--- src/rtl/mux_arbiter_2x1_if.sv ---
// Handshake and data bundle between two requesters and the shared 2:1 output channel.
interface mux_arbiter_2x1_if #(
    parameter int WIDTH = 8
);
    logic             req_a;
    logic             req_b;
    logic [WIDTH-1:0] data_a;
    logic [WIDTH-1:0] data_b;
    logic             gnt_a;
    logic             gnt_b;
    logic             sel;
    logic [WIDTH-1:0] out_data;
    logic             out_valid;

    modport master (
        output req_a, req_b, data_a, data_b,
        input  gnt_a, gnt_b, sel, out_data, out_valid
    );

    modport slave (
        input  req_a, req_b, data_a, data_b,
        output gnt_a, gnt_b, sel, out_data, out_valid
    );
endinterface

--- src/rtl/mux_arbiter_2x1.sv ---
// Round-robin arbiter with bounded hold time driving a per-bit mux_2x1 datapath.
module mux_2x1 (
    input  logic a,
    input  logic b,
    input  logic sel,
    output logic y
);
    assign y = sel ? b : a;
endmodule

module mux_arbiter_2x1 #(
    parameter int WIDTH    = 8,
    parameter int MAX_HOLD = 4
) (
    input  logic               clk,
    input  logic               reset_n,
    mux_arbiter_2x1_if.slave   bus
);
    localparam int HW = (MAX_HOLD > 1) ? $clog2(MAX_HOLD) : 1;
    localparam logic [HW-1:0] HOLD_LAST = HW'(MAX_HOLD - 1);

    typedef enum logic [1:0] {IDLE, GRANT_A, GRANT_B} state_t;

    state_t         state, nxt;
    logic           last;      // 1 = B was served most recently
    logic [HW-1:0]  hold_cnt;
    logic           gnt_a, gnt_b, sel;
    logic           expired;

    assign expired = (hold_cnt == HOLD_LAST);

    always_comb begin
        nxt = state;
        case (state)
            IDLE: begin
                if (bus.req_a && bus.req_b) nxt = last ? GRANT_A : GRANT_B;
                else if (bus.req_a)         nxt = GRANT_A;
                else if (bus.req_b)         nxt = GRANT_B;
            end
            GRANT_A: begin
                if (!bus.req_a)                nxt = bus.req_b ? GRANT_B : IDLE;
                else if (bus.req_b && expired) nxt = GRANT_B;
            end
            GRANT_B: begin
                if (!bus.req_b)                nxt = bus.req_a ? GRANT_A : IDLE;
                else if (bus.req_a && expired) nxt = GRANT_A;
            end
            default: nxt = IDLE;
        endcase
    end

    always_ff @(posedge clk) begin
        if (!reset_n) begin
            state    <= IDLE;
            gnt_a    <= 1'b0;
            gnt_b    <= 1'b0;
            sel      <= 1'b0;
            hold_cnt <= '0;
            last     <= 1'b1;
        end else begin
            state <= nxt;
            gnt_a <= (nxt == GRANT_A);
            gnt_b <= (nxt == GRANT_B);
            sel   <= (nxt == GRANT_B);
            // Any grant entry, including a direct A<->B switch, restarts the hold window.
            if (nxt == IDLE) begin
                hold_cnt <= '0;
            end else if (nxt != state) begin
                hold_cnt <= '0;
                last     <= (nxt == GRANT_B);
            end else if (!expired) begin
                hold_cnt <= hold_cnt + 1'b1;
            end
        end
    end

    assign bus.gnt_a     = gnt_a;
    assign bus.gnt_b     = gnt_b;
    assign bus.sel       = sel;
    assign bus.out_valid = (gnt_a & bus.req_a) | (gnt_b & bus.req_b);

    for (genvar i = 0; i < WIDTH; i++) begin : g_bit
        mux_2x1 u_mux (
            .a   (bus.data_a[i]),
            .b   (bus.data_b[i]),
            .sel (sel),
            .y   (bus.out_data[i])
        );
    end
endmodule

--- src/flat_wrapper.sv ---
// flat-port wrapper written by rule: the top's interface ports become plain ports
module mux_arbiter_2x1_flat 
#(
    parameter int WIDTH    = 8,
    parameter int MAX_HOLD = 4
)
  (clk, reset_n, bus_req_a, bus_req_b, bus_data_a, bus_data_b, bus_gnt_a, bus_gnt_b, bus_sel, bus_out_data, bus_out_valid);
  mux_arbiter_2x1_if #(.WIDTH(WIDTH)) bus_i ();
  input  logic clk;
  input  logic reset_n;
  input wire logic [$bits(bus_i.req_a)-1:0] bus_req_a;
  input wire logic [$bits(bus_i.req_b)-1:0] bus_req_b;
  input wire logic [$bits(bus_i.data_a)-1:0] bus_data_a;
  input wire logic [$bits(bus_i.data_b)-1:0] bus_data_b;
  output wire logic [$bits(bus_i.gnt_a)-1:0] bus_gnt_a;
  output wire logic [$bits(bus_i.gnt_b)-1:0] bus_gnt_b;
  output wire logic [$bits(bus_i.sel)-1:0] bus_sel;
  output wire logic [$bits(bus_i.out_data)-1:0] bus_out_data;
  output wire logic [$bits(bus_i.out_valid)-1:0] bus_out_valid;
  assign bus_i.req_a = bus_req_a;
  assign bus_i.req_b = bus_req_b;
  assign bus_i.data_a = bus_data_a;
  assign bus_i.data_b = bus_data_b;
  assign bus_gnt_a = bus_i.gnt_a;
  assign bus_gnt_b = bus_i.gnt_b;
  assign bus_sel = bus_i.sel;
  assign bus_out_data = bus_i.out_data;
  assign bus_out_valid = bus_i.out_valid;
  mux_arbiter_2x1 #(.WIDTH(WIDTH), .MAX_HOLD(MAX_HOLD)) u_core (.clk(clk), .reset_n(reset_n), .bus(bus_i));
endmodule
--- config.mk ---
export PLATFORM = sky130hd
export DESIGN_NAME = mux_arbiter_2x1_flat
export DESIGN_NICKNAME = d
export VERILOG_FILES = /design/src/rtl/mux_arbiter_2x1_if.sv /design/src/rtl/mux_arbiter_2x1.sv /design/src/flat_wrapper.sv
export SDC_FILE = /design/constraint.sdc
export NUM_CORES = 1
export LEC_CHECK = 0
export ABC_AREA = 1
export CORE_UTILIZATION = 42
export DETAILED_ROUTE_END_ITERATION = 8
export DONT_BUFFER_PORTS = 1
export PLACE_DENSITY = 0.65
export SLEW_MARGIN = 40
export SYNTH_ARGS = -nofsm -noshare
export SYNTH_HDL_FRONTEND = slang
export SYNTH_SLANG_ARGS = --single-unit
--- constraint.sdc ---
create_clock -name clk -period 3.3 [get_ports clk]
set_input_delay 0.99 -clock clk [delete_from_list [all_inputs] [get_ports clk]]
set_output_delay 0.99 -clock clk [all_outputs]
set_load 0.01 [all_outputs]
==> metrics.md <==
| Metric | Value |
|---|---|
| Run status | `finished, final reports clean` |
| Net count after synthesis | `93` |
| Synth Area per Inst | `7.73 um2` |
| Clock power share | `roughly 25%` |
| Crit path required time | `2310 ps` |
| Clock-pin slew on the worst setup and hold paths | `roughly 50 ps` |
| Switching Share | `a little under two fifths` |
| Critical path class | `reg2out` |
| Largest net degree at the start of global routing | `12` |
| H-tree Lvls | `1` |
| Pwr dens | `565 mW/mm2` |
| Synth Warn # | `0` |
| I/O pin count | `32` |
| Final net count | `88` |
| Clock Latency Late Sink | `240 ps` |
| Clock sink count | `7` |
| Switch Pwr | `roughly 110 uW` |
| Slowest stage delay, CP | `660 ps` |
| Layout cell share with drive strength beyond 1 | `28.8%` |
| Top delay family on crit path | `flip-flops` |
| Die ar. | `roughly 0.0015 mm2` |
| Synth unique cells | `18` |
| Hold WC Path Type | `reg2reg` |
| Pint | `about 190 uW` |
| Crit path time final | `around 2300 ps` |
| Max-slew violations | `0` |
| CTS tree | `yes` |
| Synthesized instance count | `72` |
| HPWL after DPL | `765 um` |
| Pleak | `0.000266 uW` |
| Tcrit/Tclk final | `70.6%` |
| Post-synth EDFFs | `0` |
| Seq/Total Area, Yosys | `25.2%` |
| Crit end category | `output pin` |
| CP max stage cell | `dfxtp_1` |
| RSZ-0062 raised after global routing | `false` |
| Via count | `414` |
| Worst path cell trace | `mux2_2` |
| Area after DPL | `502 um2` |
| Worst setup SP type | `flip-flop` |
| Vias in the first global route | `355` |
| Fmax achieved | `roughly 430 MHz` |
| Most used DFF post-synth | `dfxtp_1` |
| Hold buffers post-CTS | `0` |
| Antenna Nets Post-Route | `0` |
| Final hold vios | `0` |
| Final Skew | `4.24 ps` |
| Starting Density | `47.5%` |
| Pre-antenna DRT Iters | `2` |
| Final Cell Area | `528 um2` |
| Worst VDD drop | `263 uV` |
| CP bufs+invs | `0` |
| DIE HEIGHT | `38.4 um` |
| Placer Congestion | `slightly above 0.7` |
| Initial antenna violation count | `0` |
| Initial DRC count | `4` |
| Worst-Margin Slew | `551 ps` |
| Slew HR | `63.2%` |
| Final setup violating endpoints | `0` |
| Area grow syn2layout | `-5.17%` |
| Die width | `38.4 um` |
| Gate power share | `34.5%` |
| Netlist Area Pre-Place | `557 um2` |
| Core area | `0.00117 mm2` |
| TNS Setup | `0 ps` |
| Synth area leader | `dfxtp_1` |
| Total track usage | `12.7%` |
| Resized Gates After CTS | `0` |
| Residual DRC | `0` |
| Maximum clock insertion buffer count | `2` |
| Commonest non-fill, non-tap cell in the layout | `nand2_1` |
| Synth top area cells | `dfxtp_1 (25%), buf_4 (12%), mux2_1 (10%)` |
| Vias per inst | `5.18` |
| Setup bufs post-CTS | `0` |
| Clk root buf | `clkbuf_4` |
| DR WL/cell | `11.4 um` |
| Rows | `12` |
| Max Cap Violations | `0` |
| Global-route wire length before repair | `1.31 mm` |
| Synth Register Bits | `7` |
| GRT overflow | `0` |
| I/O Buffers | `0` |
| Synth top area share | `approximately a quarter` |
| Fraction of registers with async set/reset | `0%` |
| CTS Buf Count | `3` |
| CP Max Fanout | `11` |
| Commonest cells after routing, fill and taps aside | `nand2_1 (15), dfxtp_1 (7), nand3_1 (6), mux2_1 (5)` |
| Crit path DAT | `1340 ps` |
| DRT Wirelength | `909 um` |
| N_diodes | `0` |
| Sequential Power Share | `around two fifths` |
==> cell usage after synthesis, types with 2 or more instances <==
| library cell | n |
|---|---|
| buf_4 | 9 |
| dfxtp_1 | 7 |
| inv_1 | 4 |
| inv_2 | 4 |
| mux2_1 | 5 |
| mux2_2 | 3 |
| nand2_1 | 15 |
| nand2_2 | 3 |
| nand3_1 | 6 |
| nand3_2 | 3 |
| nand4_1 | 2 |
| nor2_1 | 4 |
| nor3_2 | 2 |
==> power groups by stage <==
stage / clock (uW) / combinational [uW] / sequential, uW
global route: 84.5 / 117 / 123
finish: 74.7 / 103 / 121
detailed placement: 0 / 103 / 122
CTS: 78.5 / 104 / 121
global placement: 0 / 101 / 122
floorplan: 0 / 117 / 113
==> per-layer routing <==
metal	global-route usage (%)	part of all wire, %
met3	4.07	6.6
met5	0	0
met2	19.9	49
met4	5.17	0
met1	15.9	44
==> cells by family (layout without fill, tap and decap cells) <==
family,count (synthesis),after routing,synth area share (%)
XOR/XNOR,1,1,1.57
AND/OR/NAND/NOR,35,35,32.8
flip-flops,7,7,25.2
multiplexers,9,9,18.0
adder cells (fa/ha/maj),1,1,2.25
AO/OA/AOI/OAI,1,1,1.80
buffers and inverters,18,12,18.4
==> layout make-up <==
class | instances | area (um2)
Fill cell | 120 | 643
Sequential cell | 7 | 140
Inverter | 8 | 30.0
Tap cell | 14 | 17.5
Multi-Input combinational cell | 47 | 314
Clock buffer | 4 | 26.3
==> sequential cells by signal, summed over array words and instances, names as in the netlist <==
signal,cells
u_core.bus.gnt_a,1
u_core.state,2
u_core.last,1
u_core.bus.gnt_b,1
u_core.hold_cnt,2
==> through the flow <==
stage               setup WS [ps]  power [uW]  hold WS (ps)  utilization [%]  instances
floorplan                     906         230           489                -         72
global placement              989         223           508             42.8         76
detailed placement            988         226           514             42.8         76
CTS                           937         303           529             45.1         80
global route                  897         325           606             45.1         80
finish                        969         298           524             45.1         80
==> final timing paths <==
path | start | to | slack [ps] | cells past startpoint
max | u_core.bus.gnt_b | bus_out_data[3] | 970 | 1
min reg2reg | u_core.last | u_core.last | 520 | 4
min | u_core.last | u_core.last | 520 | 4
max reg2reg | u_core.hold_cnt[0] | u_core.last | 1920 | 10
Power figures use the tool's default switching activity.
